`src/rtl/dbg_guv_pkg.sv`:
```
// Shared types and constants for the dbg_guv command path.
package dbg_guv_pkg;

    localparam int unsigned CMD_WIDTH     = 32;
    localparam int unsigned BYTES_PER_CMD = 4;
    localparam int unsigned BYTE_WIDTH    = 8;
    localparam int unsigned BCNT_W        = $clog2(BYTES_PER_CMD);
    localparam logic [BCNT_W-1:0] LAST_BYTE = BCNT_W'(BYTES_PER_CMD - 1);

    typedef logic [CMD_WIDTH-1:0] dbg_cmd_t;

    typedef enum logic {
        ASM_IDLE    = 1'b0,
        ASM_COLLECT = 1'b1
    } asm_state_e;

endpackage

```
`src/rtl/dbg_cmd_fifo.sv`:
```
// Synchronous command FIFO with a registered head word.
// Pointers carry a wrap bit so full and empty are distinguishable.
module dbg_cmd_fifo
    import dbg_guv_pkg::*;
#(
    parameter int unsigned DEPTH = 4
) (
    input  logic     clk,
    input  logic     rst_n,
    input  logic     clear,
    input  logic     push,
    input  logic     pop,
    input  dbg_cmd_t din,
    output dbg_cmd_t head,
    output logic     full,
    output logic     empty
);

    localparam int unsigned AW = $clog2(DEPTH);
    localparam int unsigned PW = AW + 1;

    dbg_cmd_t      mem [DEPTH];
    logic [PW-1:0] wr_q, wr_d;
    logic [PW-1:0] rd_q, rd_d;
    dbg_cmd_t      head_d;
    logic          full_d, empty_d;
    logic          do_push, do_pop;

    assign do_push = push & ~full & ~clear;
    assign do_pop  = pop & ~empty & ~clear;

    // Next pointers, flags and head; the new head bypasses mem when it is being written now.
    always_comb begin
        wr_d   = wr_q;
        rd_d   = rd_q;
        head_d = head;
        if (clear) begin
            wr_d = '0;
            rd_d = '0;
        end else begin
            if (do_push) wr_d = wr_q + PW'(1);
            if (do_pop)  rd_d = rd_q + PW'(1);
        end
        empty_d = (wr_d == rd_d);
        full_d  = (wr_d[AW] != rd_d[AW]) && (wr_d[AW-1:0] == rd_d[AW-1:0]);
        if (!clear && !empty_d) begin
            if (do_push && (wr_q[AW-1:0] == rd_d[AW-1:0])) head_d = din;
            else                                           head_d = mem[rd_d[AW-1:0]];
        end
    end

    always_ff @(posedge clk) begin
        if (do_push) mem[wr_q[AW-1:0]] <= din;
    end

    always_ff @(posedge clk or negedge rst_n) begin
        if (!rst_n) begin
            wr_q  <= '0;
            rd_q  <= '0;
            head  <= '0;
            full  <= 1'b0;
            empty <= 1'b1;
        end else begin
            wr_q  <= wr_d;
            rd_q  <= rd_d;
            head  <= head_d;
            full  <= full_d;
            empty <= empty_d;
        end
    end

endmodule

```
`src/rtl/dbg_cmd_assembler.sv`:
```
// Packs a host byte stream little-endian into 32-bit debug commands, buffers them,
// and drops a partial command whose inter-byte gap exceeds TIMEOUT_CYCLES.
module dbg_cmd_assembler
    import dbg_guv_pkg::*;
#(
    parameter int unsigned FIFO_DEPTH     = 4,
    parameter int unsigned TIMEOUT_CYCLES = 1024,
    parameter int unsigned CNT_WIDTH      = 8
) (
    input  logic                  CLOCK_50,
    input  logic                  rst,
    input  logic                  clear,
    input  logic [BYTE_WIDTH-1:0] byte_in_TDATA,
    input  logic                  byte_in_TVALID,
    output logic                  byte_in_TREADY,
    output dbg_cmd_t              cmd_out_TDATA,
    output logic                  cmd_out_TVALID,
    input  logic                  cmd_out_TREADY,
    output logic                  timeout_pulse,
    output logic [CNT_WIDTH-1:0]  drop_count
);

    localparam int unsigned       IDLE_W    = $clog2(TIMEOUT_CYCLES);
    localparam logic [IDLE_W-1:0] IDLE_LAST = IDLE_W'(TIMEOUT_CYCLES - 1);

    asm_state_e           state_q, state_d;
    logic [BCNT_W-1:0]    byte_cnt_q, byte_cnt_d;
    logic [IDLE_W-1:0]    idle_q, idle_d;
    dbg_cmd_t             shift_q, shift_d;
    logic                 rdy_en_q;
    logic                 pulse_q, pulse_d;
    logic [CNT_WIDTH-1:0] drop_q, drop_d;

    logic     fifo_full, fifo_empty, fifo_push, fifo_pop;
    dbg_cmd_t fifo_head, push_word;
    logic     byte_acc, last_byte, timeout_hit;

    // rdy_en_q holds ready low through reset and releases it at the first edge after.
    assign last_byte      = (byte_cnt_q == LAST_BYTE);
    assign byte_in_TREADY = rdy_en_q & ~clear & ~(last_byte & fifo_full);
    assign byte_acc       = byte_in_TVALID & byte_in_TREADY;
    assign timeout_hit    = (state_q == ASM_COLLECT) & ~byte_acc & (idle_q == IDLE_LAST);

    assign cmd_out_TVALID = ~fifo_empty;
    assign cmd_out_TDATA  = fifo_head;
    assign fifo_pop       = cmd_out_TVALID & cmd_out_TREADY;
    assign timeout_pulse  = pulse_q;
    assign drop_count     = drop_q;

    // Assembly state register.
    always_ff @(posedge CLOCK_50 or negedge rst) begin
        if (!rst) begin
            state_q    <= ASM_IDLE;
            byte_cnt_q <= '0;
            idle_q     <= '0;
        end else begin
            state_q    <= state_d;
            byte_cnt_q <= byte_cnt_d;
            idle_q     <= idle_d;
        end
    end

    // Next state: clear and timeout abandon the word; an accepted byte beats the timeout.
    always_comb begin
        state_d    = state_q;
        byte_cnt_d = byte_cnt_q;
        idle_d     = idle_q;
        if (clear || timeout_hit) begin
            state_d    = ASM_IDLE;
            byte_cnt_d = '0;
            idle_d     = '0;
        end else if (byte_acc) begin
            state_d    = last_byte ? ASM_IDLE : ASM_COLLECT;
            byte_cnt_d = last_byte ? '0 : byte_cnt_q + BCNT_W'(1);
            idle_d     = '0;
        end else if (state_q == ASM_COLLECT) begin
            idle_d = idle_q + IDLE_W'(1);
        end else begin
            idle_d = '0;
        end
    end

    // Outputs: byte shift, FIFO push on the last byte, timeout pulse and drop count.
    always_comb begin
        shift_d   = shift_q;
        push_word = {byte_in_TDATA, shift_q[CMD_WIDTH-1:BYTE_WIDTH]};
        fifo_push = 1'b0;
        pulse_d   = timeout_hit & ~clear;
        drop_d    = drop_q;
        if (byte_acc) begin
            shift_d   = push_word;
            fifo_push = last_byte;
        end
        if (pulse_d && (drop_q != '1)) drop_d = drop_q + CNT_WIDTH'(1);
    end

    always_ff @(posedge CLOCK_50 or negedge rst) begin
        if (!rst) begin
            shift_q  <= '0;
            pulse_q  <= 1'b0;
            drop_q   <= '0;
            rdy_en_q <= 1'b0;
        end else begin
            shift_q  <= shift_d;
            pulse_q  <= pulse_d;
            drop_q   <= drop_d;
            rdy_en_q <= 1'b1;
        end
    end

    dbg_cmd_fifo #(
        .DEPTH (FIFO_DEPTH)
    ) u_fifo (
        .clk   (CLOCK_50),
        .rst_n (rst),
        .clear (clear),
        .push  (fifo_push),
        .pop   (fifo_pop),
        .din   (push_word),
        .head  (fifo_head),
        .full  (fifo_full),
        .empty (fifo_empty)
    );

endmodule

```
`config.mk`:
```
export PLATFORM = sky130hd
export DESIGN_NAME = dbg_cmd_assembler
export DESIGN_NICKNAME = d
export VERILOG_FILES = /design/src/rtl/dbg_guv_pkg.sv /design/src/rtl/dbg_cmd_fifo.sv /design/src/rtl/dbg_cmd_assembler.sv
export SDC_FILE = /design/constraint.sdc
export NUM_CORES = 1
export LEC_CHECK = 0
export CORE_MARGIN = 2
export CORE_UTILIZATION = 45
export CTS_BUF_LIST = sky130_fd_sc_hd__clkbuf_2 sky130_fd_sc_hd__clkbuf_4 sky130_fd_sc_hd__clkbuf_8
export CTS_CLUSTER_SIZE = 12
export DETAILED_ROUTE_END_ITERATION = 10
export DONT_BUFFER_PORTS = 1
export SLEW_MARGIN = 20
export SYNTH_ARGS = -nofsm -noshare
export SYNTH_HDL_FRONTEND = slang
export SYNTH_HIERARCHICAL = 1
export SYNTH_SLANG_ARGS = --single-unit
export TNS_END_PERCENT = 100
```
`constraint.sdc`:
```
create_clock -name CLOCK_50 -period 5.7 [get_ports CLOCK_50]
set_clock_uncertainty 0.2 [all_clocks]
set_input_delay 1.14 -clock CLOCK_50 [delete_from_list [all_inputs] [get_ports CLOCK_50]]
set_output_delay 1.14 -clock CLOCK_50 [all_outputs]
set_load 0.05 [all_outputs]
```
; Word-level counts from Yosys, hierarchy flattened
; Memory sizes are Yosys's and may differ from the RTL's. A register that Yosys moved wholly into a read port is not among the register bits.
; Index checks and enable logic that the tools add are counted.
[op_classes]
n_addsub = 5
bitwise = 17
n_reduce_logical = 8
n_mux = 16
eq_ne = 6
[op_table]
columns = op, n
row1 = 2-to-1 mux 10 bit, 3
row2 = AND 1 bit, 12
row3 = 2-to-1 mux 3 bit, 4
row4 = "adder 10 x 1 -> 10 bit, second input constant", 1
row5 = "equality test 10 bit, second input constant", 1
row6 = "adder 8 x 1 -> 8 bit, second input constant", 1
row7 = "inequality test 8 bit, second input constant", 1
row8 = "adder 3 x 1 -> 3 bit, second input constant", 2
row9 = 2-to-1 mux 1 bit, 6
row10 = 2-to-1 mux 2 bit, 3
row11 = inverter 1 bit, 5
row12 = equality test 3 bit, 1
row13 = logical AND 1 bit, 3
row14 = zero test 1 bit, 3
row15 = "adder 2 x 1 -> 2 bit, second input constant", 1
row16 = equality test 2 bit, 1
row17 = "equality test 2 bit, second input constant", 1
row18 = nonzero test 2 bit, 1
row19 = logical OR 1 bit, 1
row20 = inequality test 1 bit, 1
[word_totals]
wordCells = 64
input_bits = 13
reg_bits = 63
n_memories = 1
ramBits = 128
out_inout_bits = 43
[mem_list]
columns = name, words, word_bits, rd, rd_ports_with_merged_regs, write_ports, line_no
row1 = u_fifo.mem, 4, 32, 1, 1, 1, dbg_cmd_fifo.sv:22  ; dbg_cmd_t mem [DEPTH];

; Logic depth before layout (Yosys ltp)
; Gate-level depths: netlist of the first run.
[logic_depth]
word_depth = 13
ltp_mapped = 13
ltp_nobuf = 10

; By module
; Netlist of the first run, hierarchy kept.
[modules_own_cells]
columns = module, cells_per_inst, instances, seq_area_each_um2, area_per_inst_um2
row1 = dbg_cmd_fifo, 322, 1, 4845.9, 6892.9
row2 = dbg_cmd_assembler, 212, 1, 1176.1, 2057.0

; Least setup slack after synthesis of the first run
; Ideal clock, no wire load.
[synth_timing]
kind = in2reg
start = input clear
end = register u_fifo.head[0] (read register of u_fifo.mem)
stages = 12
n_path_buf = 3
slack_ns = 1.403
setup_time_ns = 0.125
arrival_time_ns = 3.972
path_cell_list = inv_1 nand4_1 clkbuf_1 buf_1 nor2_1 and4bb_1 xnor2_1 xor2_1 nand2b_1 o211ai_2 buf_4 mux2_4
[synth_via]
elab_chain_len = 12
[synth_rtl]
columns = element, line_no
row1 = start: declaration, dbg_cmd_assembler.sv:12  ; input logic clear,
row2 = inverter 1 bit, dbg_cmd_assembler.sv:40  ; assign byte_in_TREADY = rdy_en_q & ~clear & ~(last_byte & fifo_full);
row3 = AND 1 bit (2 in series), dbg_cmd_assembler.sv:40
row4 = AND 1 bit, dbg_cmd_assembler.sv:41  ; assign byte_acc = byte_in_TVALID & byte_in_TREADY;
row5 = 2-to-1 mux 1 bit, dbg_cmd_assembler.sv:90  ; if (byte_acc) begin
row6 = named net fifo_push, dbg_cmd_assembler.sv:34  ; logic fifo_full, fifo_empty, fifo_push, fifo_pop;
row7 = AND 1 bit (2 in series), dbg_cmd_fifo.sv:29  ; assign do_push = push & ~full & ~clear;
row8 = 2-to-1 mux 3 bit, dbg_cmd_fifo.sv:41  ; if (do_push) wr_d = wr_q + PW'(1);
row9 = 2-to-1 mux 3 bit, dbg_cmd_fifo.sv:37  ; if (clear) begin
row10 = equality test 3 bit, dbg_cmd_fifo.sv:44  ; empty_d = (wr_d == rd_d);
row11 = zero test 1 bit, dbg_cmd_fifo.sv:46  ; if (!clear && !empty_d) begin
row12 = logical AND 1 bit, dbg_cmd_fifo.sv:46
row13 = end: declaration, dbg_cmd_fifo.sv:14  ; output dbg_cmd_t head,
; The timed path passes the listed nets, and every way through them passes these cells.
; A chain may end at the register's enable or synchronous reset.

; Worst setup path after layout of the first run
[layout_timing]
start = register byte_cnt_q[0]
end = register u_fifo.head[14] (read register of u_fifo.mem)
[layout_via]
elab_chain_len = 13
[layout_rtl]
columns = element, line_no
row1 = start: declaration, dbg_cmd_assembler.sv:27  ; logic [BCNT_W-1:0] byte_cnt_q, byte_cnt_d;
row2 = start signal: assignment, dbg_cmd_assembler.sv:58  ; byte_cnt_q <= byte_cnt_d;
row3 = equality test 2 bit (*), dbg_cmd_assembler.sv:39  ; assign last_byte = (byte_cnt_q == LAST_BYTE);
row4 = AND 1 bit, dbg_cmd_assembler.sv:40
row5 = inverter 1 bit, dbg_cmd_assembler.sv:40
row6 = AND 1 bit, dbg_cmd_assembler.sv:40
row7 = AND 1 bit, dbg_cmd_assembler.sv:41
row8 = 2-to-1 mux 1 bit (*), dbg_cmd_assembler.sv:90
row9 = named net fifo_push, dbg_cmd_assembler.sv:34
row10 = AND 1 bit (*) (2 in series), dbg_cmd_fifo.sv:29
row11 = 2-to-1 mux 3 bit (*), dbg_cmd_fifo.sv:41
row12 = 2-to-1 mux 3 bit (*), dbg_cmd_fifo.sv:37
row13 = named net u_fifo.wr_d[0], dbg_cmd_fifo.sv:23  ; logic [PW-1:0] wr_q, wr_d;
row14 = equality test 3 bit (*), dbg_cmd_fifo.sv:44
row15 = zero test 1 bit (*), dbg_cmd_fifo.sv:46
row16 = logical AND 1 bit (*), dbg_cmd_fifo.sv:46
; Mark *: on every way through the listed nets, which the timed path passes. The rest lies on a longest branch.

==> reports/metrics.yaml, run 1 <==
fin_crit_sh: 0.644
ys_seq_elements: 215
netlist.area_leader.share: 0.429
slew_headroom: 0.382
antenna_found_initial: 0
cts_resized: 0
regArea_mm2: 0.00602
netlist_area_mm2: 0.00895
dpl.hpwl_um: 9730
async_reset_ff_frac: 0.405
synth-edff-count: 128
finalNonFillerCells: 853
dp.cells: 787
ff2ff_path_depth: 12
final_common_cell: "edfxtp_1"
routabilityCongestion: 0.728
slew_viol_final: 0
grt_max_degree: 88
synth_area_leaders: "edfxtp_1 (43%), dfrtp_1 (24%), mux4_2 (8.1%)"
crit_end: "u_fifo/head[14]"
post_cts_buffers: 0
area_growth_pct: 11.8
clock-root-buffer: "clkbuf_8"
nNetsFinal: 581
clockBufferDepth: 3
ys.flop_type: "edfxtp_1"
grt_pass1_vias: 5032
die_h_um: 145
vdd_ir_drop_max_mv: 0.176
grt_usage: 0.168
rr_startpoint: "byte_cnt_q[0]"
p_per_area_mw_per_mm2: 350
port_buffers: 0
grt_pass1_wl_um: 27800
worstHoldPathType: "primary input to async pin"
cts_htree_levels: 2
die_area_mm2: 0.0210
multi_input_area_mm2: 0.00276
nFillCells: 1634
ioPinCount: 56
start_kind: "register"
critPathKind: "register to register"
cts_hold_buf: 0
yosysTopAreaCell: "edfxtp_1"
clock_latency_ns: 0.55
clock-sinks: 215
rows: 51
routed_wl_um: 16900
drcViolationCount: 0
layout_common_cells: "edfxtp_1 (128), dfrtp_1 (86), nand2_1 (80), clkbuf_8 (46), mux2_2 (34)"
max_freq_mhz: 272
cp-end-kind: "register"
final_antenna_net_count: 0
vias: 4533
antennaDiodeCount: 0
required_ns: 5.93
cts_tree: "yes"
syn_inst: 534
cp_data_arrival_time_ns: 3.90
dr.first_iter.drc_count: 258
wl_per_cell_um: 19.8
chipWidth_um: 145
period_needed_ns: 3.67
via_per_inst: 5.31
clk_pin_slew_ns: 0.06
finalSetupTns_ns: 0
cp-startpoint: "byte_cnt_q[0]"
rsz0062_at_grt: "no"
numCtsBuffers: 36
worst-r2r-setup-slack_ns: 2.03
layout-drive-gt1-share: 0.328
run_status: "complete, no violations"
dr.pass1.iters: 4
syn_nets: 555
finalHoldViolCount: 0
leakage_nw: 3.80
ys.warnings.count: 6
grt_remaining_overflow: 0
critical_path_peak_fanout: 29
yosysSeqAreaShare: 0.673
tightestPinTransition_ns: 0.927
setup_viol: 0
core_mm2: 0.0195
synth.avg_cell_area_um2: 16.8
r2r_end: "u_fifo/head[14]"
initial_core_util: 0.460
maxCapViolCount: 0
synth_cell_types: 56
[worst max-delay path, stage by stage (launching register included)]
cell and delay (ns):
dfrtp_1 0.39, ha_1 0.23, nand2_1 0.12, nand4_1 0.10
buf_4 0.25, nor2_1 0.18, nand2b_2 0.12, xnor2_2 0.21
nor2_1 0.09, o32a_1 0.33, o211ai_4 0.59, buf_4 0.37
mux2_2 0.37
[report_power, final]
group          total (mW)  internal [mW]  switching (mW)  leakage [nW]
sequential           1.98           1.75           0.221          2.30
clock                1.43          0.818           0.612         0.420
combinational      0.0946         0.0590          0.0356          1.08
[routing by layer]
layer  track usage  share of wire
met1         0.224           0.42
met2         0.271           0.49
met3        0.0440          0.068
met4        0.0574          0.022
met5             0              0
[cells in the mapped netlist (all sizes together), types with 2 or more instances]
library cell,count
and3,2
and4,3
edfxtp,128
mux2,67
and2,3
nand2b,5
mux4,32
nand3,9
nor4,5
xor2,8
nand4,5
inv,9
nor3,5
clkbuf,6
o21ai,3
xnor2,10
nor4b,2
dfrtp,86
nor2,22
ha,8
and4bb,2
buf,16
nand2,80
[flip-flops by register name, summed over array words and instances (netlist names)]
name,cells
timeout_pulse,1
idle_q,10
u_fifo/wr_q,3
byte_cnt_q,2
u_fifo/rd_q,3
u_fifo/empty,1
u_fifo/head,32
shift_q,24
drop_count,8
state_q,1
u_fifo/full,1
u_fifo/mem,128
rdy_en_q,1
[how the worst min path moves through the flow]
| stage | start | to | slack (ns) | cells after the start |
|---|---|---|---|---|
| final | rst | shift_q[18] | 0.09 | 0 |
| after floorplan | idle_q[0] | idle_q[0] | 0.25 | 1 |
| after global routing | rst | shift_q[25] | 0.06 | 0 |
| after CTS | rst | shift_q[24] | 0.06 | 0 |
| after detailed placement | idle_q[0] | idle_q[0] | 0.27 | 1 |
| after global placement | idle_q[0] | idle_q[0] | 0.27 | 1 |
[layout make-up]
type	instances	area share
sequential	215	0.602
multi-input combinational	288	0.276
clock buffer	59	0.0730
tap	265	0.0331
timing repair buffer	10	0.00750
clock inverter	7	0.00463
inverter	9	0.00338
[cells by family after synthesis]
group	after synthesis	share of synthesized area
other cells	1	0.000419
xor+xnor	18	0.0193
compound gates	11	0.0134
buf+inv	31	0.0197
fa+ha+maj	8	0.0112
flops	215	0.673
mux	100	0.179
simple gates	150	0.0846
[per-stage QoR]
step	utilization	hold slack, ns	total power [mW]	area [um^2]	worst slack (ns)
3_5_place_dp	0.474	0.275	2.10	9230	1.51
6_report	0.514	0.0864	3.50	10000	2.03
2_1_floorplan	-	0.255	2.05	8950	1.40
5_1_grt	0.514	0.0623	3.64	10000	1.79
4_1_cts	0.514	0.0623	3.55	10000	1.99
3_3_place_gp	0.474	0.274	2.10	9230	1.58
Note: power is estimated with default switching activity, not from simulation.
==> inputs of run 2 (changes only) <==
clock period = 3.8 ns   (was 5.7 ns; I/O delays follow)
==> run 2 against run 1 <==
- power grew 51%
- die area unchanged
- register-to-register slack worse by 1.4 ns
- final area rose by 1.1%
- count of clock-buffer cells in the layout stayed put
- sequential share of layout area fell by 0.64 points
- core utilization is 0.55 points higher
- largest power group unchanged
==> reports/metrics.yaml, run 2 (same netlist as run 1, synthesis figures left out) <==
final_util: 0.520  # +0.00553
slew_headroom: 0.573  # +0.191
initial_core_util: 0.460  # unchanged
critPathKind: "register to register"
rows: 51  # unchanged
antenna_found_initial: 0  # unchanged
finalSetupTns_ns: 0  # unchanged
via_per_inst: 5.36  # +0.80%
grt_pass1_wl_um: 28400  # +2.3%
setup_viol: 0  # unchanged
cp-startpoint: "byte_cnt_q[0]"
slew_viol_final: 0  # unchanged
r2r_end: "u_fifo/head[15]"
critical_path.top_delay_family: "simple AND/OR/NAND/NOR gates"
clk_pin_slew_ns: 0.07  # about the same
grt_usage: 0.174  # +0.00510
vias: 4612  # +1.7%
antennaDiodeCount: 0  # unchanged
critical_path_peak_fanout: 18  # -38%
cts_htree_levels: 2  # unchanged
p_per_area_mw_per_mm2: 523  # +50%
clock-root-buffer: "clkbuf_8"
numCtsBuffers: 37  # +2.8%
ioPinCount: 56  # unchanged
nFillCells: 1608  # -1.6%
port_buffers: 0  # unchanged
vdd_ir_drop_max_mv: 0.245  # +40%
max_stage_delay_ns: 0.49  # -0.10 ns
leakage_nw: 3.84  # +1.1%
fin_crit_sh: 0.824  # +0.180
finalHoldViolCount: 0  # unchanged
cts_tree: "yes"
core_mm2: 0.0195  # unchanged
crit_buf_inv: 1  # -1
wl_per_cell_um: 20.4  # +3.3%
layout-drive-gt1-share: 0.332  # +0.00398
clock_latency_ns: 0.52  # -0.03 ns
maxCapViolCount: 0  # unchanged
tightestPinTransition_ns: 0.641  # -0.287 ns
start_kind: "register"
final_common_cell: "edfxtp_1"
largest_register_ffs: 128  # unchanged
dr.first_iter.drc_count: 184  # -29%
cp-end-kind: "register"
ff2ff_path_depth: 11  # -1
rr_startpoint: "byte_cnt_q[0]"
max_freq_mhz: 319  # +17%
clock-sinks: 215  # unchanged
cts_resized: 0  # unchanged
worst-r2r-setup-slack_ns: 0.67  # -1.36 ns
hold_depth: 1
grt_remaining_overflow: 0  # unchanged
grt_max_degree: 88  # unchanged
die_area_mm2: 0.0210  # unchanged
clockBufferDepth: 3  # unchanged
worstHoldPathType: "primary input to register"
period_needed_ns: 3.13  # -0.538 ns
dr.pass1.iters: 4  # unchanged
drcViolationCount: 0  # unchanged
rsz0062_at_grt: "no"
final_antenna_net_count: 0  # unchanged
chipWidth_um: 145  # unchanged
cp_data_arrival_time_ns: 3.33  # -0.57 ns
grt_pass1_vias: 5098  # +1.3%
required_ns: 3.99  # -1.94 ns
dpl.hpwl_um: 9830  # +1.1%
run_status: "complete, no violations"
area_growth_pct: 13.0
routabilityCongestion: 0.775  # +6.4%
nNetsFinal: 589  # +1.4%
die_h_um: 145  # unchanged
worstHoldEndpoint: "u_fifo/wr_q[1]"
routed_wl_um: 17600  # +4.3%
critical-path-slowest-cell: "nor4b_1"
min_from: "clear"
layout_common_cells: "edfxtp_1 (128), dfrtp_1 (86), nand2_1 (80), clkbuf_8 (44), mux2_2 (34)"
crit_chain: "ha_1 > nand2_1 > nand4_1 > nor2_1 > nand2b_2 > xnor2_2 > nor4b_1 > a2111oi_4 > o211ai_4 > buf_4 > mux2_2"
[run 2: cell count changes in the layout (fill, tap and decap cells not counted), moves of 2 or more]
cell	previous run	this run
buf_12	0	2
buf_4	10	13
clkbuf_4	13	15
clkbuf_8	46	44
clkinv_1	0	2
clkinvlp_4	0	2
inv_6	3	0
[run 2: timing repair]
action / CTS / global route
buffers inserted: 0 / 0
hold endpoints to repair: 87 / 0
hold buffers: 2 / 0
[run 2: stage by stage]
step / hold slack [ns] / power (mW) / setup slack [ns] / instances / instance area [um^2]
after global placement: 0.267 / 3.14 / 0.677 / 792 / 9290
after detailed placement: 0.267 / 3.15 / 0.575 / 792 / 9290
after CTS: 0.0805 / 5.37 / 0.650 / 861 / 10100
after floorplan: 0.255 / 3.08 / 0.171 / 534 / 8950
after global routing: 0.0845 / 5.49 / 0.411 / 861 / 10100
final: 0.110 / 5.29 / 0.667 / 861 / 10100
[run 2: power breakdown]
group          total, mW  switching (mW)  internal, mW
sequential          2.96           0.330          2.63
clock               2.16           0.896          1.27
combinational      0.166          0.0738        0.0925
[run 2: layer usage]
layer  vias up  part of all wire  global-route usage  wire, um
li1       2060                 -                   -         -
met5         -                 0                   0         0
met2       125              0.48               0.285      8470
met4         0             0.023              0.0579       408
met3        30             0.064              0.0484      1120
met1      2397              0.43               0.225      7590
[run 2: cell type report]
type                    count  area, um^2  share of cell area
flip-flops and latches    215        6020               0.596
multi-input cells         288        2760               0.273
clock buffers              59         718              0.0710
well taps                 265         332              0.0328
repair buffers             17         175              0.0173
clock inverters             8        67.6             0.00668
inverters                   9        33.8             0.00334
[run 2: worst reg2reg max path, cell delays in order, from the launching register on]
cell       delay, ns
dfrtp_1         0.40
ha_1            0.24
nand2_1         0.13
nand4_1         0.14
nor2_1          0.17
nand2b_2        0.12
xnor2_2         0.17
nor4b_1         0.49
a2111oi_4       0.08
o211ai_4        0.10
buf_4           0.38
mux2_2          0.38
[run 2: worst max-delay path by stage]
stage,to,slack [ns],cells past startpoint
after floorplan,u_fifo/head[0],0.17,12
after global placement,u_fifo/head[6],0.68,7
after detailed placement,u_fifo/head[15],0.57,10
after CTS,u_fifo/head[15],0.65,11
after global routing,u_fifo/head[15],0.41,11
final,u_fifo/head[15],0.67,11
==> inputs of run 3 (changes only) <==
clock period = 3.3 ns   (was 3.8 ns; I/O delays follow)
==> run 3 against run 2 <==
- critical path type unchanged
- final cell count is 0.58% higher
- worst hold slack worse by 0.077 ns
- power is 14% higher
- critical path depth stayed put
- non-clock buffer count is 5 higher
==> reports/metrics.yaml, run 3 (same netlist as run 1, synthesis figures left out) <==
critPathKind: "register to register"
grt_pass1_wl_um: 28300  # -0.51%
slew_viol_final: 0  # unchanged
setup_viol: 0  # unchanged
initial_core_util: 0.460  # unchanged
clock_latency_ns: 0.52  # about the same
grt_usage: 0.172  # -0.00193
clock-root-buffer: "clkbuf_8"
routed_wl_um: 17300  # -1.4%
worst-r2r-setup-slack_ns: 0.29  # -0.38 ns
clk_pin_slew_ns: 0.06  # about the same
grt_remaining_overflow: 0  # unchanged
leakage_nw: 3.87  # +0.82%
power.internal_mw: 4.55  # +14%
p_switching_mw: 1.50  # +15%
routabilityCongestion: 0.709  # -8.5%
port_buffers: 0  # unchanged
antennaDiodeCount: 0  # unchanged
die_area_mm2: 0.0210  # unchanged
grt_pass1_vias: 5156  # +1.1%
required_ns: 3.49  # -0.50 ns
p_per_area_mw_per_mm2: 593  # +13%
cts_htree_levels: 2  # unchanged
fin_crit_sh: 0.912  # +0.0876
met2_length_um: 8800  # +3.9%
final_common_cell: "edfxtp_1"
combPwrFrac: 0.033  # +0.002
r2r_end: "u_fifo/head[16]"
finalHoldViolCount: 0  # unchanged
antenna_found_initial: 0  # unchanged
dr.pass1.iters: 5  # +1
rsz0062_at_grt: "no"
drcViolationCount: 0  # unchanged
dr.first_iter.drc_count: 188  # +2.2%
wl_per_cell_um: 20.0  # -2.0%
final_util: 0.524  # +0.00412
clockBufferDepth: 3  # unchanged
period_needed_ns: 3.01  # -0.123 ns
critical_path_peak_fanout: 33  # +15
grt_max_degree: 88  # unchanged
numCtsBuffers: 37  # unchanged
pwr-share-clk: 0.404  # -0.005
post_cts_buffers: 0  # unchanged
rows: 51  # unchanged
vdd_ir_drop_max_mv: 0.268  # +9.2%
vias: 4604  # -0.17%
worstHoldPathType: "primary input to register"
dpl.hpwl_um: 9500  # -3.4%
cts_hold_buf: 9  # +7
finalSetupTns_ns: 0  # unchanged
hold_depth: 0  # -1
tightestPinTransition_ns: 0.866  # +0.225 ns
cp_data_arrival_time_ns: 3.20  # -0.13 ns
worstHoldEndpoint: "u_fifo/mem[2][27]"
chipWidth_um: 145  # unchanged
die_h_um: 145  # unchanged
layout-drive-gt1-share: 0.326  # -0.00609
run_status: "complete, no violations"
wl_met1_um: 7400  # -2.5%
ff2ff_path_depth: 11  # unchanged
max_freq_mhz: 332  # +4.1%
wl_met3_um: 858  # -24%
largest_register_ffs: 128  # unchanged
layout_common_cells: "edfxtp_1 (128), dfrtp_1 (86), nand2_1 (80), clkbuf_8 (40), mux2_2 (34)"
swShare: 0.248  # +0.00214
ioPinCount: 56  # unchanged
core_mm2: 0.0195  # unchanged
clock-sinks: 215  # unchanged
p_seq_frac: 0.563  # +0.003
maxCapViolCount: 0  # unchanged
area_growth_pct: 13.9
final_antenna_net_count: 0  # unchanged
via_per_inst: 5.32  # -0.75%
routed.top_layer: "met4"
cts_tree: "yes"
cts_resized: 0  # unchanged
nNetsFinal: 594  # +0.85%
slew_headroom: 0.422  # -0.150
start_kind: "register"
min_from: "byte_in_TDATA[3]"
cp-end-kind: "register"
worst_hold_slack_ns: 0.0328  # -0.0767 ns
rr_startpoint: "byte_cnt_q[0]"
[run 3: cell count changes in the layout (fill, tap and decap cells not counted), sizes merged]
cell / delta
buf: -2
clkbuf: -1
clkinv: +2
clkinvlp: -2
dlygate4sd3: +7
inv: +1
[run 3: metal layers]
layer | track usage | vias up
met2 | 0.288 | 91
met3 | 0.0434 | 28
li1 | - | 2065
met5 | 0 | -
met1 | 0.217 | 2420
met4 | 0.0614 | 0
[run 3: how the worst max path moves through the flow]
stage                   start              end
6_report        byte_cnt_q[0]  u_fifo/head[16]
5_1_grt         byte_cnt_q[0]  u_fifo/head[16]
4_1_cts         byte_cnt_q[0]  u_fifo/head[16]
3_5_place_dp            clear  u_fifo/head[15]
3_3_place_gp   cmd_out_TREADY  u_fifo/head[14]
2_1_floorplan           clear   u_fifo/head[0]
[run 3: critical path, stage by stage (launching register included)]
cell	delay [ns]
dfrtp_1	0.39
ha_1	0.23
nand2_1	0.12
nand4_1	0.13
nor2_1	0.18
nand2b_2	0.12
xnor2_2	0.17
nor4b_1	0.47
a2111oi_4	0.09
o211ai_4	0.12
buf_12	0.30
mux2_2	0.37
[run 3: layout make-up]
type	count	area [um^2]
Inverter	9	33.8
Clock inverter	9	71.3
Multi-Input combinational cell	288	2770
Tap cell	265	332
Sequential cell	215	6020
Timing Repair Buffer	22	280
Fill cell	1588	9270
Clock buffer	58	686
[run 3: per-stage QoR]
| stage | std cells | setup WS, ns | cell area (um^2) | power [mW] |
|---|---|---|---|---|
| floorplan | 534 | 0.00565 | 8970 | 3.55 |
| global placement | 790 | 0.325 | 9330 | 3.61 |
| detailed placement | 790 | 0.258 | 9330 | 3.63 |
| CTS | 866 | 0.270 | 10200 | 6.14 |
| global route | 866 | 0.0631 | 10200 | 6.31 |
| finish | 866 | 0.290 | 10200 | 6.04 |
[run 3: power groups by stage]
stage          clock (mW)  sequential (mW)  combinational, mW
4_1_cts              2.52             3.41              0.206
3_3_place_gp            0             3.45              0.160
2_1_floorplan           0             3.40              0.148
6_report             2.44             3.40              0.202
5_1_grt              2.65             3.43              0.228
3_5_place_dp            0             3.46              0.167
